### src/rtl/debug_in_pio.sv
// Avalon-MM debug input PIO: synchronises asynchronous inputs, captures edges into a
// write-1-to-clear register and raises a masked level interrupt.
module debug_in_pio #(
  parameter int WIDTH       = 32,
  parameter int EDGE_TYPE   = 0,
  parameter int SYNC_STAGES = 2
) (
  input  logic             clk,
  input  logic             reset_n,
  input  logic [2:0]       address,
  input  logic             chipselect,
  input  logic             write_n,
  input  logic [31:0]      writedata,
  input  logic [WIDTH-1:0] in_port,
  output logic [31:0]      readdata,
  output logic             irq
);

  typedef enum logic {DISARMED, ARMED} arm_state_t;

  logic [WIDTH-1:0] sync_q [SYNC_STAGES];
  logic [WIDTH-1:0] sync;
  logic [WIDTH-1:0] prev;
  logic [WIDTH-1:0] irq_mask;
  logic [WIDTH-1:0] edge_capture;
  logic [WIDTH-1:0] edge_hit;
  logic [WIDTH-1:0] clr_bits;
  logic [2:0]       arm_cnt;
  arm_state_t       state, state_next;
  logic             wr_en;

  assign sync  = sync_q[SYNC_STAGES-1];
  assign wr_en = chipselect & ~write_n;

  // NOTE: the synchroniser array is a real flop chain, so it is reset like any other
  // register; a reset sync chain guarantees sync and prev start equal at zero.
  always_ff @(posedge clk) begin
    if (!reset_n) begin
      for (int i = 0; i < SYNC_STAGES; i++) sync_q[i] <= '0;
      prev <= '0;
    end else begin
      // NOTE: non-blocking assignments let every stage sample its predecessor's old value.
      sync_q[0] <= in_port;
      for (int i = 1; i < SYNC_STAGES; i++) sync_q[i] <= sync_q[i-1];
      prev <= sync;
    end
  end

  // Arming sequence lets the chain flush so levels present at reset never look like edges.
  always_comb begin
    // NOTE: default first so no path through this block can infer a latch.
    state_next = state;
    if (state == DISARMED && arm_cnt == 3'(SYNC_STAGES)) state_next = ARMED;
  end

  always_ff @(posedge clk) begin
    if (!reset_n) begin
      state   <= DISARMED;
      arm_cnt <= '0;
    end else begin
      state <= state_next;
      if (state == DISARMED) arm_cnt <= arm_cnt + 1'b1;
    end
  end

  always_comb begin
    edge_hit = '0;
    if (state == ARMED) begin
      case (EDGE_TYPE)
        0:       edge_hit = sync & ~prev;
        1:       edge_hit = ~sync & prev;
        default: edge_hit = sync ^ prev;
      endcase
    end
  end

  assign clr_bits = (wr_en && address == 3'd3) ? writedata[WIDTH-1:0] : '0;

  // A fresh edge overrides a simultaneous clear of the same bit.
  always_ff @(posedge clk) begin
    if (!reset_n) begin
      irq_mask     <= '0;
      edge_capture <= '0;
    end else begin
      if (wr_en && address == 3'd2) irq_mask <= writedata[WIDTH-1:0];
      edge_capture <= (edge_capture & ~clr_bits) | edge_hit;
    end
  end

  always_comb begin
    readdata = '0;
    case (address)
      3'd0:    readdata[WIDTH-1:0] = reset_n ? sync : '0;
      3'd2:    readdata[WIDTH-1:0] = irq_mask;
      3'd3:    readdata[WIDTH-1:0] = edge_capture;
      default: readdata = '0;
    endcase
  end

  assign irq = reset_n & (|(edge_capture & irq_mask));

  generate
    if (WIDTH < 32) begin : g_hi
      logic unused_writedata_hi;
      assign unused_writedata_hi = ^writedata[31:WIDTH];
    end
  endgenerate

endmodule
### config.mk
export PLATFORM = sky130hd
export DESIGN_NAME = debug_in_pio
export DESIGN_NICKNAME = d
export VERILOG_FILES = /design/src/rtl/debug_in_pio.sv
export SDC_FILE = /design/constraint.sdc
export NUM_CORES = 1
export LEC_CHECK = 0
export ABC_AREA = 1
export CAP_MARGIN = 20
export CORE_ASPECT_RATIO = 0.9
export CORE_MARGIN = 3
export CORE_UTILIZATION = 47
export CTS_CLUSTER_SIZE = 10
export DETAILED_ROUTE_END_ITERATION = 7
export PLACE_DENSITY = 0.75
export SYNTH_ARGS = -nofsm -noshare
export SYNTH_HDL_FRONTEND = slang
export SYNTH_SLANG_ARGS = --single-unit
### constraint.sdc
create_clock -name clk -period 1 [get_ports clk]
set_input_delay 0.1 -clock clk [delete_from_list [all_inputs] [get_ports clk]]
set_output_delay 0.1 -clock clk [all_outputs]
set_load 0.05 [all_outputs]
# Word level (Yosys, flattened, before mapping)
# Memories as Yosys holds them, arrays and structs flattened.
# Cells that the tools add are included.
dict set report totals {
  regBits 100
  ram_bits 64
  inputBits 71
  output_inout_bits 33
  memories 1
}
# memory words word_bits rd rd_clocked_by_memory_dff write_ports line
set mem_list {}
lappend mem_list {sync_q 2 32 2 0 2 21} ;# logic [WIDTH-1:0] sync_q [SYNC_STAGES];
dict set report classes {
  add_sub_neg 1
  n_eq_ne 3
  muxes 8
  n_bitwise 12
  reduce_logical 5
}
# operator n
set ops {}
lappend ops {{32-bit two-way mux} 5}
lappend ops {{32-bit AND} 3}
lappend ops {{32-bit case mux with 3 select lines} 1}
lappend ops {{32-bit NOT} 2}
lappend ops {{32-bit OR} 1}
lappend ops {{32-bit OR reduction} 1}
lappend ops {{3-bit by 2-bit equality test with 1-bit output, second input constant} 3}
lappend ops {{3-bit by 1-bit adder with 3-bit output, second input constant} 1}
lappend ops {{1-bit logical AND} 3}
lappend ops {{3-bit logical NOT} 1}
lappend ops {{1-bit AND} 2}
lappend ops {{1-bit two-way mux} 2}
lappend ops {{1-bit NOT} 2}
lappend ops {{1-bit OR} 2}

# Depth between registers and ports, before layout
# Gate-level depths: netlist (run 1).
dict set report depth {
  depth_word 7
  ltp_mapped 8
  ltp_nobuf 7
}

# Worst setup path after synthesis (run 1)
# No wires, ideal clock.
dict set report synth_path {
  path_kind {in2out}
  startpoint {input reset_n}
  endpoint {output irq}
  t_arrival_ns 1.543
  t_required_ns 0.900
  path_slack_ns -0.643
  path_stages 5
  path_buffers 3
  path_cell_list {buf_2 -> buf_2 -> clkinv_1 -> clkbuf_1 -> a21oi_1}
}
dict set report synth_between {
  elab_chain_cells 1
}
# element line
set synth_rtl {}
lappend synth_rtl {{start, declared} 9} ;# input logic reset_n,
lappend synth_rtl {{1-bit AND} 100} ;# assign irq = reset_n & (|(edge_capture & irq_mask));
lappend synth_rtl {{end, declared} 16} ;# output logic irq
# Every way passes these cells.

# Worst setup path in the final report (run 1)
dict set report layout_path {
  startpoint {register edge_capture[5]}
  endpoint {output irq}
}
dict set report layout_between {
  elab_chain_cells 3
}
# element line
set layout_rtl {}
lappend layout_rtl {{start, declared} 25} ;# logic [WIDTH-1:0] edge_capture;
lappend layout_rtl {{start signal, assigned} 86} ;# edge_capture <= (edge_capture & ~clr_bits) | edge_hit;
lappend layout_rtl {{32-bit AND} 100}
lappend layout_rtl {{32-bit OR reduction} 100}
lappend layout_rtl {{1-bit AND} 100}
# Every way passes these cells.

==> out/metrics.csv, run 1 <==
metric,value,unit
result of the run,"complete, but fails checks",
failing checks,setup timing,
vias in the first global route,6019,
detailed-route DRC error count,0,
most frequent cells in the layout,"197 x nand2_1, 98 x dfxtp_1, 96 x inv_1, 72 x buf_6, 66 x clkdlybuf4s50_1",
Core ar.,12400,µm²
1st-pass router iterations,5,
GRT Overall Usage,25.8,%
Layout area overhead,67.3,%
leak pwr,4.96,nW
P per Cell Area,1600,nW/µm²
Mapped Area,6140,µm²
Hold WC Path Type,input port to register,
Max Freq,615,MHz
final wirelength,20700,µm
#FFs+latches synth,164,
Final Max Slew Viols,0,
# diodes,0,
Sequential Power Share,42.9,%
Sw Share,23.5,%
die height,114,µm
"Setup violations, final",42,
Yosys Warn Count,0,
# rows,38,
Synth Instances,811,
htree depth,4,
placer congestion estimate,0.806,
pre-CTS WS,-0.715,ns
post-DP HPWL,10800,µm
skew final,0.00760,ns
net load switching power,0.00385,W
Syn Area/Cell,7.57,µm²
crit path max fanout,2,
DRT iter0 DRCs,585,
"Hold-fix buffers, CTS",0,
"Remaining Overflow, GRT",0,
CP arrival,1.53,ns
pin count of the biggest net entering global routing,26,
CP endpoint kind,output pin,
Post-DP Area,8520,µm²
ANT nets after route,0,
dpl cells,1131,
Starting Density,49.5,%
initial antenna violation count,0,
"most common cell after layout, fill and taps aside",nand2_1,
I/O pins,104,
cts bufs inserted,17,
via count,6197,
CTS tree,done,
Die X,126,µm
post-layout worst setup margin,-0.625,ns
share of cells above drive strength 1,36.4,%
Tcrit/Tclk final,163,%
worst slew pin tran,0.248,ns
CP startpoint kind,register,
VDD IR max,1.16,mV
die area,14500,µm²
Clock Tree Buf Depth,2,
setup TNS,-12.41,ns
part of the power in combinational logic,12.4,%
port bufs,103,
WS Path Type,register to output pin,
"Seq/Total Area, Yosys",53.5,%
"Req. time, crit path",0.90,ns
post-synth cell types,19,
internal power component,0.0125,W
Post-Layout Cell Count,1192,
Root Driver,clkbuf_16,
clock period minus worst slack,1.63,ns
Syn Nets,884,
clk sinks,164,
worst rel slew slack,83.3,%
nets@finish,1093,
DR vias/cell,5.20,
Clock Power Share,44.7,%
Worst-Skew Late Latency,0.42,ns
first-pass GRT wire length,29400,µm
"Reg clk slew, reported paths",0.06,ns
final hold vios,0,
Fill cells,628,
"Design Area, Final",10300,µm²
RSZ-0062 raised after global routing,true,
MaxCap Viol Count,0,
Routed WL per cell,17.4,µm
==> state kept, by name, indices dropped and copies added (netlist names) <==
| register | flops |
|---|---|
| sync_q | 64 |
| edge_capture | 32 |
| prev | 32 |
| irq_mask | 32 |
| state | 1 |
| arm_cnt | 3 |
==> cell type report <==
cell class	count	area, µm²	area share [%]
Clock buffer	19	433	4.22
Inverter	104	397	3.86
Timing Repair Buffer	233	2890	28.1
Sequential cell	164	3370	32.8
Clock inverter	12	229	2.23
Tap cell	160	200	1.95
Multi-Input combinational cell	500	2750	26.8
==> worst paths after layout <==
check,endpoint,from,slack [ns],depth (start not counted)
worst max register to register,edge_capture[7]$_SDFF_PN0_,state$_SDFFE_PN0P_,0.02,3
worst min register to register,sync_q[0][55]$_SDFF_PN0_,sync_q[0][23]$_SDFF_PN0_,0.40,2
worst min-delay path,sync_q[0][60]$_SDFF_PN0_,reset_n,0.13,4
worst max-delay path,irq,edge_capture[5]$_SDFF_PN0_,-0.63,7
==> metrics by stage <==
stage                     util, %  total power [W]  hold WS (ns)
after floorplan                 -          0.00781         0.198
after global placement       68.6          0.00866         0.391
after detailed placement     68.6          0.00870         0.398
after CTS                    80.0           0.0161         0.121
after global routing         82.7           0.0169         0.132
final                        82.7           0.0164         0.129
==> Yosys cell counts <==
| master | count | area share [%] |
|---|---|---|
| nor3_4 | 1 | 0.26 |
| inv_2 | 2 | 0.12 |
| nand2_1 | 252 | 15 |
| buf_6 | 3 | 0.55 |
| clkinv_1 | 1 | 0.061 |
| buf_2 | 9 | 0.73 |
| dfxtp_1 | 164 | 53 |
| o21ai_0 | 35 | 2.9 |
| inv_1 | 101 | 6.2 |
| nor2_2 | 1 | 0.10 |
| a21oi_1 | 37 | 3.0 |
| clkbuf_1 | 24 | 1.5 |
| nor3_1 | 1 | 0.081 |
| ha_1 | 2 | 0.41 |
| a22oi_1 | 28 | 3.4 |
| nand3b_1 | 32 | 3.9 |
| buf_1 | 7 | 0.43 |
| nand3_1 | 36 | 2.9 |
| nor2_1 | 75 | 4.6 |
==> kinds of logic (layout without fill, tap and decap cells) <==
| family | after synthesis | count (layout) | synth area share [%] |
|---|---|---|---|
| DFF | 164 | 164 | 53.5 |
| AOI/OAI and AO/OA | 100 | 100 | 9.29 |
| adders and majority gates | 2 | 2 | 0.408 |
| buffers and inverters | 147 | 368 | 9.54 |
| and+or+nand+nor | 398 | 398 | 27.3 |
==> critical path, cell delays in order, from the launching register on <==
cell and delay, ns:
dfxtp_2 0.33, nand2_1 0.07, nand2_1 0.05, nor2_1 0.14, nand2_2 0.10, nor2_4 0.17, a21oi_4 0.09, buf_12 0.15
==> layer usage <==
layer	wire (µm)	GRT usage, %
met5	0	0
met2	10400	45.0
met1	8160	31.2
met3	1490	6.86
met4	684	8.15
==> power groups by stage <==
stage | sequential [W] | clock [W] | combinational, W
after global routing | 0.00705 | 0.00767 | 0.00215
after floorplan | 0.00707 | 0 | 0.000740
final | 0.00703 | 0.00732 | 0.00203
after detailed placement | 0.00710 | 0 | 0.00160
after global placement | 0.00708 | 0 | 0.00158
after CTS | 0.00698 | 0.00733 | 0.00181
==> what timing repair did <==
item / 4_1_cts / 5_1_grt
cloned: 6 / 4
gates resized for setup: 196 / 97
endpoints found under the setup margin: 97 / 71
setup buffers: 14 / 19
hold endpoints to repair: 0 / 0
pin swaps: 73 / 62
Power figures use the tool's default switching activity.
==> run 2, diff against run 1 <==
ABC_AREA = 0   (was 1)
CORE_UTILIZATION = 48   (was 47)
PLACE_DENSITY = 0.76   (was 0.75)
==> run 2 against run 1 <==
  * The flow finishes with violations (DRC, setup timing)
  * Power is 3.4% lower
  * Via count down 2.3%
  * Fmax down 16%
  * Count of clock-buffer cells in the layout grew 2
  * Sequential cell count stayed put
  * Area after synthesis increased by 1.2%
  * Routed wire length rose by 1.5%
  * Worst setup slack got worse by 0.31 ns
  * Worst hold slack worse by 0.058 ns
==> out/metrics.csv, run 2 <==
metric,value,unit,change
result of the run,"complete, but fails checks",,
failing checks,"DRC, setup timing",,
GRT Overall Usage,27.9,%,+2.1 points
Layout area overhead,56.4,%,
Mapped Area,6210,µm²,+1.2%
# diodes,0,,unchanged
worst rel slew slack,65.3,%,-18 points
leak pwr,3.99,nW,-20%
P per Cell Area,1630,nW/µm²,+2.1%
pin count of the biggest net entering global routing,70,,+170%
"top cells by count, synth","164 x dfxtp_1, 99 x and2_1, 65 x inv_1",,
# rows,38,,unchanged
skew final,0.00740,ns,-0.000199 ns
share of cells above drive strength 1,33.6,%,-2.9 points
crit path max fanout,3,,+1
final hold vios,0,,unchanged
asr flop ratio synth,0,%,unchanged
Root Driver,clkbuf_16,,
max reg flops,64,,unchanged
Synth Instances,672,,-17%
port bufs,103,,unchanged
multi-input logic area,2630,µm²,-4.6%
CP arrival,1.83,ns,+0.30 ns
first-pass GRT wire length,31700,µm,+7.9%
Starting Density,50.3,%,+0.78 points
Tcrit/Tclk final,193,%,+31 points
WS Path Type,register to output pin,,
vias in the first global route,6086,,+1.1%
die height,114,µm,-0.44%
Routed WL per cell,20.5,µm,+18%
DRT iter0 DRCs,987,,+69%
clock period minus worst slack,1.93,ns,+0.308 ns
largest register by flop count,sync_q,,
"most common cell after layout, fill and taps aside",dfxtp_1,,
"Req. time, crit path",0.90,ns,about the same
initial antenna violation count,1,,+1
ANT nets after route,0,,unchanged
Yosys Warn Count,0,,unchanged
Post-DP Area,8330,µm²,-2.2%
post-DP HPWL,11200,µm,+3.6%
pre-CTS WS,-0.867,ns,-0.151 ns
CP startpoint,edge_capture[29]$_SDFF_PN0_,,
"Reg clk slew, reported paths",0.06,ns,about the same
DR vias/cell,5.91,,+14%
"Setup violations, final",35,,-17%
Fill cells,742,,+18%
share of the synthesized area in the top cell type,52.8,%,-0.62 points
worst slew pin tran,0.520,ns,+0.272 ns
I/O pins,104,,unchanged
final wirelength,21000,µm,+1.5%
"Design Area, Final",9710,µm²,-5.4%
ys flop type,dfxtp_1,,
VDD IR max,1.34,mV,+15%
htree depth,4,,unchanged
clk sinks,164,,unchanged
Clock Tree Buf Depth,2,,unchanged
"Seq/Total Area, Yosys",52.8,%,-0.62 points
1st-pass router iterations,8,,+3
most frequent cells in the layout,"105 x dfxtp_1, 99 x and2_1, 64 x clkdlybuf4s50_1, 63 x buf_6, 56 x dfxtp_2",,
Syn Area/Cell,9.24,µm²,+22%
#FFs+latches synth,164,,unchanged
CP startpoint kind,register,,
Core ar.,12400,µm²,-0.38%
Hold Path Origin,reset_n,,
cell taking the most area after synthesis,dfxtp_1,,
die area,14300,µm²,-0.88%
RSZ-0062 raised after global routing,true,,
Max Freq,517,MHz,-16%
Final Max Slew Viols,0,,unchanged
nets@finish,926,,-15%
"EDFF count, synth",0,,unchanged
"Remaining Overflow, GRT",0,,unchanged
"Hold-fix buffers, CTS",0,,unchanged
final hold slack,0.0704,ns,-0.0585 ns
Hold WC Path Type,input port to register,,
"Power, Total",0.0158,W,-3.4%
placer congestion estimate,0.789,,-2.1%
detailed-route DRC error count,18,,+18
"count leader, synth",dfxtp_1,,
register area,3360,µm²,-0.11%
post-synth cell types,27,,+8
CP endpoint kind,output pin,,
cts bufs inserted,17,,unchanged
Final Util,78.6,%,-4.2 points
Area contributors post-synth,"dfxtp_1 53%, and2_1 10%, a222oi_1 5.2%",,
CTS tree,done,,
via count,6054,,-2.3%
Syn Nets,745,,-16%
Worst-Skew Late Latency,0.43,ns,about the same
post-layout worst setup margin,-0.933,ns,-0.308 ns
Die X,126,µm,-0.44%
MaxCap Viol Count,0,,unchanged
reg2reg start,state$_SDFFE_PN0P_,,
[run 2: changes by cell type in the layout (fill, tap and decap cells not counted), sizes merged, moves of 32 or more]
cell    delta
o21a      +33
nand3b    -32
and2      +99
a21boi    +32
nand2    -219
a31oi     +32
nor2      -44
a21oi     -37
inv       -38
a222oi    +32
[run 2: final cells by class]
type / instances / area share (%)
sequential: 164 / 34.6
timing repair buffer: 213 / 27.7
multi-input combinational: 392 / 27.0
clock buffer: 21 / 4.74
inverter: 65 / 2.54
tap: 160 / 2.06
clock inverter: 9 / 1.34
[run 2: critical path, stage by stage (launching register included)]
cell and delay [ns]:
dfxtp_2 0.33, a22oi_2 0.25, nand4_1 0.15, o41a_4 0.52
buf_8 0.16
[run 2: repair_timing]
item                       CTS  global route
setup endpoints to repair   99            59
setup buffers               27             3
cloned                       7             1
gates resized for setup    155            30
pin swaps                   44            15
hold endpoints to repair     0             0
[run 2: cell families (layout without fill, tap and decap cells)]
family	Yosys count	in the layout	share of synthesized area, %
adder cells (fa/ha/maj)	2	2	0.403
flip-flops	164	164	52.8
AO/OA/AOI/OAI	179	179	21.0
AND/OR/NAND/NOR	208	209	17.9
buffers and inverters	117	308	7.53
XOR/XNOR	2	2	0.282
[run 2: per-stage QoR]
stage	setup TNS, ns	instances
5_1_grt	-22.16	1024
4_1_cts	-19.74	1021
2_1_floorplan	-4.34	672
3_3_place_gp	-70.14	969
3_5_place_dp	-74.93	969
6_report	-19.80	1024
[run 2: report_power, final]
group / leakage, nW / total (W) / switching, W / internal [W]
clock: 0.289 / 0.00659 / 0.00257 / 0.00402
sequential: 1.37 / 0.00711 / 0.000250 / 0.00686
combinational: 2.33 / 0.00212 / 0.000977 / 0.00114
[run 2: metal layers]
metal,up-vias,global-route usage (%),wire length [µm]
li1,2673,-,-
met1,2871,35.7,7920
met2,415,44.7,9970
met3,93,7.49,2090
met4,2,12.0,1030
met5,-,0,8
[run 2: final timing paths]
| path | endpoint | slack (ns) | cells past startpoint |
|---|---|---|---|
| setup / recovery | irq | -0.93 | 4 |
| hold / removal | prev[16]$_DFF_P_ | 0.07 | 3 |
| setup reg to reg | edge_capture[30]$_SDFF_PN0_ | 0 | 4 |
| hold reg to reg | sync_q[0][38]$_SDFF_PN0_ | 0.43 | 1 |
==> run 3, diff against run 2 <==
CORE_MARGIN = 10   (was 3)
CORE_UTILIZATION = 56   (was 48)
DONT_BUFFER_PORTS = 1   (was unset)
PLACE_DENSITY = 0.74   (was 0.76)
==> run 3 against run 2 <==
  * The run ends with DRC, hold timing, setup timing left
  * Critical path depth down 1
  * Sequential share of layout area rose by 3.8 points
  * Global-route usage shrank 4.6 points
  * Die area is 9.5% higher
  * Final cell count down 5.9%
  * Critical path type unchanged
  * Critical endpoint unchanged
  * Largest cell class unchanged
==> out/metrics.csv, run 3 (synthesized netlist as in run 2, its figures left out) <==
metric,value,unit,change
result of the run,"complete, but fails checks",,
failing checks,"DRC, hold timing, setup timing",,
critical path's top delay family,compound AO/OA/AOI/OAI gates,,
clock period minus worst slack,1.86,ns,-0.0763 ns
RSZ-0062 raised after global routing,true,,
"Req. time, crit path",0.90,ns,about the same
# rows,36,,-5.3%
Layout area overhead,40.5,%,
initial antenna violation count,2,,+1
ANT nets after route,0,,unchanged
hold path depth,1,,-2
worst slew pin tran,0.462,ns,-0.0578 ns
multi-input logic area,2580,µm²,-1.6%
clk sinks,164,,unchanged
DR vias/cell,5.69,,-3.8%
Hold Path Origin,reset_n,,
delay of the slowest cell on the worst path,0.62,ns,+0.10 ns
"Remaining Overflow, GRT",0,,unchanged
register area,3360,µm²,-0.15%
CTS tree,done,,
1st-pass router iterations,8,,unchanged
"Power, Total",0.0154,W,-2.5%
final hold vios,159,,+159
leak pwr,3.58,nW,-10%
Hold WC Path Type,input port to register,,
Core ar.,10900,µm²,-12%
VDD IR max,1.69,mV,+26%
Buffers & Inverters on Critical Path,0,,-1
post-DP HPWL,10600,µm,-5.3%
Tcrit/Tclk final,186,%,-7.6 points
nets@finish,871,,-5.9%
most frequent cells in the layout,"107 x dfxtp_1, 98 x and2_1, 62 x dlygate4sd3_1, 55 x dfxtp_2, 53 x buf_6",,
"Setup violations, final",33,,-5.7%
max reg flops,64,,unchanged
CP arrival,1.76,ns,-0.07 ns
skew final,0.00998,ns,+0.00258 ns
critical-path cell list,a22oi_2 > nand4_1 > o41a_4,,
Routed WL per cell,18.7,µm,-9.0%
share of cells above drive strength 1,29.1,%,-4.4 points
hold-critical path endpoint,sync_q[0][20]$_SDFF_PN0_,,
R2R setup slack,0.03,ns,+0.03 ns
GRT Overall Usage,23.3,%,-4.6 points
Worst-Skew Late Latency,0.43,ns,about the same
worst rel slew slack,69.2,%,+3.9 points
R2R cell count,4,,unchanged
post-layout worst setup margin,-0.857,ns,+0.0763 ns
vias in the first global route,5573,,-8.4%
final wirelength,18000,µm,-14%
htree depth,4,,unchanged
WS Path Type,register to output pin,,
Max Freq,538,MHz,+4.1%
Final Max Slew Viols,0,,unchanged
slowest CP cell,o41a_4,,
final hold slack,-0.183,ns,-0.254 ns
via count,5483,,-9.4%
Fill cells,607,,-18%
I/O pins,104,,unchanged
worst r2r dst,state$_SDFFE_PN0P_,,
"Hold-fix buffers, CTS",82,,+82
first-pass GRT wire length,29000,µm,-8.4%
detailed-route DRC error count,10,,-8
crit path max fanout,2,,-1
Die X,131,µm,+4.1%
die area,15700,µm²,+9.5%
DRT iter0 DRCs,761,,-23%
"Reg clk slew, reported paths",0.06,ns,about the same
Clock Tree Buf Depth,2,,unchanged
CP startpoint kind,register,,
pin count of the biggest net entering global routing,167,,+140%
port bufs,0,,-100%
dpl cells,862,,-11%
MaxCap Viol Count,0,,unchanged
placer congestion estimate,0.867,,+9.9%
largest register by flop count,sync_q,,
P per Cell Area,1770,nW/µm²,+8.5%
Root Driver,clkbuf_16,,
CP endpoint kind,output pin,,
Post-Layout Cell Count,964,,-5.9%
Starting Density,57.2,%,+7.0 points
"most common cell after layout, fill and taps aside",dfxtp_1,,
reg2reg start,arm_cnt[0]$_SDFFE_PN0N_,,
die height,120,µm,+5.3%
cts bufs inserted,17,,unchanged
## run 3: changes by cell type in the layout (fill, tap and decap cells not counted), moves of 6 or more
cell | before | now
inv_8 | 0 | 7
buf_6 | 63 | 53
buf_12 | 44 | 11
dlygate4sd3_1 | 0 | 62
inv_2 | 32 | 26
clkdlybuf4s50_1 | 64 | 0
## run 3: worst max path at each step
| stage | startpoint | endpoint | slack, ns | cells past startpoint |
|---|---|---|---|---|
| floorplan | irq_mask[29]$_SDFFE_PN0P_ | irq | -0.27 | 3 |
| global placement | edge_capture[18]$_SDFF_PN0_ | irq | -0.47 | 3 |
| detailed placement | edge_capture[18]$_SDFF_PN0_ | irq | -0.44 | 3 |
| CTS | irq_mask[22]$_SDFFE_PN0P_ | irq | -0.81 | 3 |
| global route | irq_mask[18]$_SDFFE_PN0P_ | irq | -0.88 | 3 |
| finish | irq_mask[18]$_SDFFE_PN0P_ | irq | -0.86 | 3 |
## run 3: metrics by stage
step | util (%) | setup TNS, ns | instance area (µm²) | setup WS [ns]
2_1_floorplan | - | -4.34 | 6290 | -0.269
3_3_place_gp | 64.7 | -13.87 | 7030 | -0.465
3_5_place_dp | 64.7 | -14.72 | 7030 | -0.435
4_1_cts | 81.4 | -19.53 | 8830 | -0.812
5_1_grt | 80.4 | -21.58 | 8730 | -0.883
6_report | 80.4 | -19.40 | 8730 | -0.857
## run 3: report_power, final
group | total, W | leakage (nW) | internal [W] | switching (W)
Clock | 0.00672 | 0.303 | 0.00420 | 0.00252
Sequential | 0.00708 | 1.37 | 0.00686 | 0.000219
Combinational | 0.00163 | 1.90 | 0.000845 | 0.000782
Total | 0.0154 | 3.58 | 0.0119 | 0.00352
## run 3: repair_timing
item	CTS	global route
pin swaps	37	21
setup buffers	4	5
setup endpoints to repair	35	80
resized for setup	136	18
endpoints found under the hold margin	164	159
## run 3: layout make-up
cell class,instances,area share (%)
Antenna cell,2,0.0573
Clock buffer,20,5.12
Clock inverter,11,1.82
Inverter,65,3.40
Multi-Input combinational cell,391,29.6
Sequential cell,164,38.5
Tap cell,152,2.18
Timing Repair Buffer,159,19.4
## run 3: metal layers
| metal | GRT usage (%) | up-vias | share of wire [%] |
|---|---|---|---|
| met5 | 0 | - | 0 |
| met4 | 9.24 | 0 | 2.4 |
| met3 | 7.26 | 37 | 8.5 |
| met2 | 37.3 | 277 | 48 |
| met1 | 28.4 | 2602 | 41 |
| li1 | - | 2567 | - |
